--- src/rtl/y_row_sched_pkg.sv ---
// Shared y-path definitions: scheduler state encoding, the decoder
// "not yet valid" sentinel, the highest legal SRAM word index, and small
// helpers used by the row scheduler.
package y_row_sched_pkg;

    typedef enum logic [2:0] {
        ST_IDLE  = 3'd0,
        ST_GRANT = 3'd1,
        ST_ARM   = 3'd2,
        ST_FETCH = 3'd3,
        ST_WAITD = 3'd4,
        ST_RESP  = 3'd5
    } yState_e;

    // Decoder output value meaning "address not yet resolved".
    localparam logic [10:0] ADDR_NONE = 11'h7FF;
    // Highest row-word index (row[15:4]) that maps to real SRAM.
    localparam logic [11:0] MAX_WORD  = 12'h7FE;

    // Row numbers whose word index lies beyond the SRAM are rejected.
    function automatic logic rowOutOfRange(input logic [15:0] row);
        return (row[15:4] > MAX_WORD);
    endfunction

    // Both decoder outputs have left the sentinel value.
    function automatic logic addrPairDone(input logic [10:0] a1,
                                          input logic [10:0] a2);
        return (a1 != ADDR_NONE) && (a2 != ADDR_NONE);
    endfunction

endpackage

--- src/rtl/y_row_sched_rr_arb2.sv ---
// Two-way round-robin arbiter.
// Ports:
//   clock, reset : clock and synchronous active-high reset
//   req[1:0]     : request vector
//   update       : advance the last-granted pointer to the current grant
//   grant[1:0]   : one-hot grant (combinational), zero when no request
// After reset the pointer names requester 1, so requester 0 wins the
// first tie.
module rr_arb2 (
    input  logic       clock,
    input  logic       reset,
    input  logic [1:0] req,
    input  logic       update,
    output logic [1:0] grant
);

    logic lastGrant_r;

    // Grant selection: on a tie the requester not granted last wins.
    always_comb begin
        grant = 2'b00;
        if (req[0] && (!req[1] || lastGrant_r)) begin
            grant = 2'b01;
        end else if (req[1]) begin
            grant = 2'b10;
        end else begin
            grant = 2'b00;
        end
    end

    // Last-granted pointer, advanced only when a grant is consumed.
    always_ff @(posedge clock) begin
        if (reset) begin
            lastGrant_r <= 1'b1;
        end else if (update) begin
            lastGrant_r <= grant[1];
        end else begin
            lastGrant_r <= lastGrant_r;
        end
    end

endmodule

--- src/rtl/y_row_sched.sv ---
// Y-row lookup scheduler. Arbitrates two row requesters, re-arms the
// y-address decoder, fetches the row word from SRAM, waits for the decoder
// (with timeout) and returns the address pair to a single consumer.
// Ports:
//   clock, reset                : clock, synchronous active-high reset
//   req0_*/req1_*               : valid/row in, one-cycle ready pulse out
//   dec_reset/rowNum/rowData    : decoder re-arm pulse and operands
//   dec_addr1/dec_addr2         : decoder results (11'h7FF = pending)
//   sram_readEn/Addr/Data       : single-word SRAM read port
//   resp_valid/id/addr1/addr2/err, resp_ready : response handshake
module y_row_sched
    import y_row_sched_pkg::*;
#(
    parameter int SRAM_LAT    = 1,
    parameter int DEC_TIMEOUT = 15
) (
    input  logic         clock,
    input  logic         reset,
    input  logic         req0_valid,
    input  logic [15:0]  req0_row,
    output logic         req0_ready,
    input  logic         req1_valid,
    input  logic [15:0]  req1_row,
    output logic         req1_ready,
    output logic         dec_reset,
    output logic [15:0]  dec_rowNum,
    output logic [255:0] dec_rowData,
    input  logic [10:0]  dec_addr1,
    input  logic [10:0]  dec_addr2,
    output logic         sram_readEn,
    output logic [10:0]  sram_readAddr,
    input  logic [255:0] sram_readData,
    output logic         resp_valid,
    output logic         resp_id,
    output logic [10:0]  resp_addr1,
    output logic [10:0]  resp_addr2,
    output logic         resp_err,
    input  logic         resp_ready
);

    localparam int                WAIT_W    = $clog2(DEC_TIMEOUT + 1);
    localparam logic [WAIT_W-1:0] WAIT_LAST = WAIT_W'(DEC_TIMEOUT - 1);
    localparam logic [2:0]        LAT_LAST  = 3'(SRAM_LAT);

    yState_e             state_r;
    logic [15:0]         rowLatch_r;
    logic                idLatch_r;
    logic [1:0]          reqReady_r;
    logic                decReset_r;
    logic [15:0]         decRowNum_r;
    logic [255:0]        decRowData_r;
    logic                sramEn_r;
    logic [10:0]         sramAddr_r;
    logic                respValid_r;
    logic                respId_r;
    logic [10:0]         respAddr1_r;
    logic [10:0]         respAddr2_r;
    logic                respErr_r;
    logic [2:0]          latCnt_r;
    logic                captured_r;
    logic [WAIT_W-1:0]   waitCnt_r;
    logic [1:0]          grant_s;
    logic                arbUpdate_s;

    rr_arb2 u_arb (
        .clock  (clock),
        .reset  (reset),
        .req    ({req1_valid, req0_valid}),
        .update (arbUpdate_s),
        .grant  (grant_s)
    );

    // Pointer moves exactly when a request is granted out of IDLE.
    assign arbUpdate_s = (state_r == ST_IDLE) && (grant_s != 2'b00);

    // Scheduler FSM with all outputs registered.
    always_ff @(posedge clock) begin
        if (reset) begin
            state_r      <= ST_IDLE;
            rowLatch_r   <= 16'd0;
            idLatch_r    <= 1'b0;
            reqReady_r   <= 2'b00;
            decReset_r   <= 1'b0;
            decRowNum_r  <= 16'd0;
            decRowData_r <= 256'd0;
            sramEn_r     <= 1'b0;
            sramAddr_r   <= 11'd0;
            respValid_r  <= 1'b0;
            respId_r     <= 1'b0;
            respAddr1_r  <= ADDR_NONE;
            respAddr2_r  <= ADDR_NONE;
            respErr_r    <= 1'b0;
            latCnt_r     <= 3'd0;
            captured_r   <= 1'b0;
            waitCnt_r    <= '0;
        end else begin
            // Single-cycle strobes drop unless a state re-asserts them.
            reqReady_r <= 2'b00;
            decReset_r <= 1'b0;
            sramEn_r   <= 1'b0;
            case (state_r)
                ST_IDLE: begin
                    if (grant_s != 2'b00) begin
                        reqReady_r <= grant_s;
                        rowLatch_r <= grant_s[1] ? req1_row : req0_row;
                        idLatch_r  <= grant_s[1];
                        state_r    <= ST_GRANT;
                    end else begin
                        state_r    <= ST_IDLE;
                    end
                end
                ST_GRANT: begin
                    if (rowOutOfRange(rowLatch_r)) begin
                        respValid_r <= 1'b1;
                        respId_r    <= idLatch_r;
                        respErr_r   <= 1'b1;
                        respAddr1_r <= ADDR_NONE;
                        respAddr2_r <= ADDR_NONE;
                        state_r     <= ST_RESP;
                    end else begin
                        decReset_r  <= 1'b1;
                        decRowNum_r <= rowLatch_r;
                        state_r     <= ST_ARM;
                    end
                end
                ST_ARM: begin
                    sramEn_r   <= 1'b1;
                    sramAddr_r <= rowLatch_r[14:4];
                    state_r    <= ST_FETCH;
                end
                ST_FETCH: begin
                    // First WAITD cycle is already one cycle after the strobe.
                    latCnt_r   <= 3'd1;
                    captured_r <= 1'b0;
                    waitCnt_r  <= '0;
                    state_r    <= ST_WAITD;
                end
                ST_WAITD: begin
                    if (!captured_r) begin
                        if (latCnt_r == LAT_LAST) begin
                            decRowData_r <= sram_readData;
                            captured_r   <= 1'b1;
                        end else begin
                            latCnt_r     <= latCnt_r + 3'd1;
                        end
                    end else begin
                        captured_r <= 1'b1;
                    end
                    // Decoder outputs are stale until it has seen the new word.
                    if (captured_r && addrPairDone(dec_addr1, dec_addr2)) begin
                        respValid_r <= 1'b1;
                        respId_r    <= idLatch_r;
                        respErr_r   <= 1'b0;
                        respAddr1_r <= dec_addr1;
                        respAddr2_r <= dec_addr2;
                        state_r     <= ST_RESP;
                    end else if (waitCnt_r == WAIT_LAST) begin
                        respValid_r <= 1'b1;
                        respId_r    <= idLatch_r;
                        respErr_r   <= 1'b1;
                        respAddr1_r <= ADDR_NONE;
                        respAddr2_r <= ADDR_NONE;
                        state_r     <= ST_RESP;
                    end else begin
                        waitCnt_r   <= waitCnt_r + {{(WAIT_W-1){1'b0}}, 1'b1};
                    end
                end
                ST_RESP: begin
                    if (resp_ready) begin
                        respValid_r <= 1'b0;
                        state_r     <= ST_IDLE;
                    end else begin
                        state_r     <= ST_RESP;
                    end
                end
                default: begin
                    state_r <= ST_IDLE;
                end
            endcase
        end
    end

    assign req0_ready    = reqReady_r[0];
    assign req1_ready    = reqReady_r[1];
    assign dec_reset     = decReset_r;
    assign dec_rowNum    = decRowNum_r;
    assign dec_rowData   = decRowData_r;
    assign sram_readEn   = sramEn_r;
    assign sram_readAddr = sramAddr_r;
    assign resp_valid    = respValid_r;
    assign resp_id       = respId_r;
    assign resp_addr1    = respAddr1_r;
    assign resp_addr2    = respAddr2_r;
    assign resp_err      = respErr_r;

endmodule

--- config.mk ---
export PLATFORM = sky130hd
export DESIGN_NAME = y_row_sched
export DESIGN_NICKNAME = d
export VERILOG_FILES = /design/src/rtl/y_row_sched_pkg.sv /design/src/rtl/y_row_sched_rr_arb2.sv /design/src/rtl/y_row_sched.sv
export SDC_FILE = /design/constraint.sdc
export NUM_CORES = 1
export LEC_CHECK = 0
export BUFFER_PORTS_ARGS = -buffer_cell sky130_fd_sc_hd__buf_4
export CAP_MARGIN = 30
export CORE_AREA = 2 2 241 243
export DETAILED_ROUTE_END_ITERATION = 6
export DIE_AREA = 0 0 243 245
export PLACE_DENSITY_LB_ADDON = 0.12
export SYNTH_ARGS = -nofsm -noshare
export SYNTH_HDL_FRONTEND = slang
export SYNTH_SLANG_ARGS = --single-unit
--- constraint.sdc ---
create_clock -name clock -period 1.8 [get_ports clock]
set_clock_uncertainty 0.05 [all_clocks]
set_input_delay 0.18 -clock clock [delete_from_list [all_inputs] [get_ports clock]]
set_output_delay 0.18 -clock clock [all_outputs]
set_load 0.005 [all_outputs]
==> flow_metrics.env <==
export IMPL_status="finished clean"
export IMPL_slew_headroom_pct=63.2
export IMPL_cp_end_kind="flop"
export IMPL_placementRows=88
export IMPL_cp_start_kind="flop"
export IMPL_cts_max_path_buffers=3
export IMPL_hold_depth=3
export IMPL_drc=0
export IMPL_critPathArrivalTime_ps=2190
export IMPL_grt_overflow_total=0
export IMPL_critPathRequiredTime_ps=2190
export IMPL_yosys_area_top_type="dfxtp_1"
export IMPL_period_share_pct=100
export IMPL_grt_setup_unrepaired="yes"
export IMPL_wl_per_cell_um=16.5
export IMPL_fin_crit_ps=1800
export IMPL_drtPass1Iterations=5
export IMPL_io_pins=627
export IMPL_r2r_slack_ps=0.3
export IMPL_hold_violations=0
export IMPL_track_usage_pct=16.4
export IMPL_reg2regPathDepth=4
export IMPL_power_per_cell_area_nw_per_um2=925
export IMPL_drive_gt1_share_pct=34.6
export IMPL_die_y_um=245
export IMPL_clock_sinks=341
export IMPL_p_total_w=0.0215
export IMPL_hold_ws_ps=326
export IMPL_netlist_cell_type_count=44
export IMPL_synthesis_instances=1453
export IMPL_cap_violations=0
export IMPL_htree_levels=2
export IMPL_p_leak_nw=9.62
export IMPL_hold_path_startpoint="dec_addr2[5]"
export IMPL_io_buffers=626
export IMPL_avgSynthCellArea_um2=8.29
export IMPL_routed_wl_mm=52.8
export IMPL_yosys_top_cells_area="dfxtp_1 (57%), nand2_1 (17%), a21oi_1 (11%)"
export IMPL_worst_slew_pin_slew_ps=552
export IMPL_coreArea_um2=57000
export IMPL_first_global_vias=13700
export IMPL_post_place_ws_ps=-42.1
export IMPL_cts_inserted_buffers=42
export IMPL_area_growth_synth_to_final_pct=92.8
export IMPL_start_util_pct=21.1
export IMPL_ys_warn_count=0
export IMPL_seq_area_frac_synth_pct=56.7
export IMPL_fin_nets=2726
export IMPL_clockRootBuffer="clkbuf_16"
export IMPL_fin_ws_ps=0.321
export IMPL_synth_top_area_share_pct=56.7
export IMPL_syn_area_um2=12000
export IMPL_dp_hpwl_mm=35.1
export IMPL_dieArea_um2=59500
export IMPL_hold_path_class="in2reg"
export IMPL_drtIter0Drc=449
export IMPL_synthesis_nets=1772
export IMPL_cp_max_fo=11
export IMPL_grt_start_max_net_pins=116
export IMPL_place_congestion=0.804
export IMPL_peakVddDrop_v=0.000634
export IMPL_reg2reg_to="resp_addr1[1]"
export IMPL_final_antenna_net_count=0
export IMPL_fmax_mhz=556
export IMPL_n_fill_cell=5812
export IMPL_vias_per_cell=4.22
export IMPL_grt_pass1_wl_mm=77.7
export IMPL_cts_tree="done"
export IMPL_cts_reportedPaths_clkPinSlew_ps=60
export IMPL_hold_end="resp_addr2[5]"
export IMPL_setup_viol=0
export IMPL_vias=13500
export IMPL_antenna_cells=0
export IMPL_ys_ff_latch=341
export IMPL_worstSkewPairLatency_ps=560
export IMPL_regToRegStartpoint="state_r[0]"
export IMPL_dieWidth_um=243
export IMPL_drv_slew=0
export IMPL_antenna_found_initial=0
export IMPL_crit_type="reg2reg"
==> metrics by stage <==
stage	cells	TNS, ps	utilization [%]	area (um2)
finish	3204	0	40.7	23200
global route	3204	-7890	40.7	23200
CTS	3193	0	39.8	22700
detailed placement	2797	-1700	31.6	18000
global placement	2797	-320	31.6	18000
floorplan	1453	-408	-	12000
==> synth_stat cells <==
cell type  count
nor3_1         6
dfxtp_1      341
nor3b_1        3
o21ai_1        1
ha_1           4
xor2_1         1
o311a_1        1
inv_1          4
buf_4         14
o211ai_1       1
or3b_2         1
o32a_1         1
o22a_1        21
o31a_1         2
a31oi_1        2
buf_6          2
and2_1         1
clkbuf_1      70
nand3b_1       3
or3b_1         1
and3b_1        3
o21bai_1       1
nor2b_1        3
nor2_1        41
a21oi_1      275
or3_4          1
o21ai_0        5
or2_1          1
nand3_1        9
buf_2         25
o21a_1         1
o31ai_1        2
a311oi_1       1
nand2b_1       2
a21boi_0       1
nand4_1        6
mux2i_1       32
or3_1          1
a221o_1        1
o21a_2         1
a22oi_1        1
a211oi_1      18
o311ai_1       1
nand2_1      541
==> state kept, by name, indices dropped and copies added (netlist names) <==
| name | flops |
|---|---|
| resp_addr2 | 11 |
| sram_readAddr | 11 |
| latCnt_r | 3 |
| dec_rowNum | 16 |
| u_arb.lastGrant_r | 1 |
| dec_reset | 1 |
| waitCnt_r | 4 |
| resp_addr1 | 11 |
| reqReady_r | 2 |
| captured_r | 1 |
| state_r | 3 |
| rowLatch_r | 16 |
| dec_rowData | 256 |
| resp_id | 1 |
| idLatch_r | 1 |
| sram_readEn | 1 |
| resp_valid | 1 |
| resp_err | 1 |
==> layout by cell type, fill, tap and decap left out, types with 9 or more instances in the layout <==
cell type and count:
clkbuf_16 52, dlygate4sd3_1 315, nand3_1 9, nand2_2 11, mux2i_1 32, a211oi_1 18
dfxtp_1 338, clkbuf_8 11, nand2_1 526, a21oi_1 237, buf_12 19, o22a_1 21
a21oi_2 38, buf_4 662, nor2_1 40
==> final cells by class <==
type / count / area (um2) / area share (%)
sequential: 341 / 6830 / 29.4
clock buffer: 62 / 1260 / 5.41
tap: 765 / 957 / 4.12
multi-input combinational: 998 / 4970 / 21.4
inverter: 4 / 15.0 / 0.0646
timing repair buffer: 1020 / 9040 / 38.9
clock inverter: 14 / 163 / 0.700
==> metal layers <==
| metal | global-route usage, % | up-vias | share of wire, % |
|---|---|---|---|
| li1 | - | 6703 | - |
| met1 | 18.5 | 6310 | 40 |
| met2 | 29.2 | 425 | 50 |
| met3 | 4.75 | 88 | 6.9 |
| met4 | 5.94 | 0 | 3.0 |
| met5 | 0 | - | 0 |
==> worst max path at each step <==
stage / from / end / cells after the start
floorplan: state_r[2] / resp_addr1[0] / 6
global placement: state_r[1] / dec_rowData[235] / 7
detailed placement: state_r[1] / dec_rowData[231] / 7
CTS: state_r[1] / resp_addr1[8] / 4
global route: state_r[0] / dec_rowData[48] / 7
finish: state_r[0] / resp_addr1[1] / 4
==> cells by family after synthesis <==
group                    Yosys count  synth area share (%)
AO/OA/AOI/OAI                    337                  15.5
multiplexers                      32                  2.66
buffers and inverters            115                  4.40
XOR/XNOR                           1                0.0727
adder cells (fa/ha/maj)            4                 0.415
AND/OR/NAND/NOR                  623                  20.3
flip-flops                       341                  56.7
==> timing repair <==
| item | CTS | global route |
|---|---|---|
| pin swaps | 1 | 7 |
| endpoints found under the setup margin | 203 | 227 |
| hold buffers | 315 | 0 |
| buffers inserted | 3 | 2 |
| cloned | 2 | 9 |
| endpoints found under the hold margin | 298 | 0 |
| gates resized for setup | 10 | 74 |
==> power breakdown <==
group,switching [W],internal (W),total (W)
combinational,0.00201,0.00242,0.00443
sequential,0.000258,0.00804,0.00830
clock,0.00347,0.00528,0.00875
==> worst max-delay path, cell delays in order, from the launching register on <==
cell	delay, ps
dfxtp_2	320
or3b_4	430
or2_4	260
or3_4	410
o22a_1	210
No activity file was read; power rests on OpenSTA's default activity.
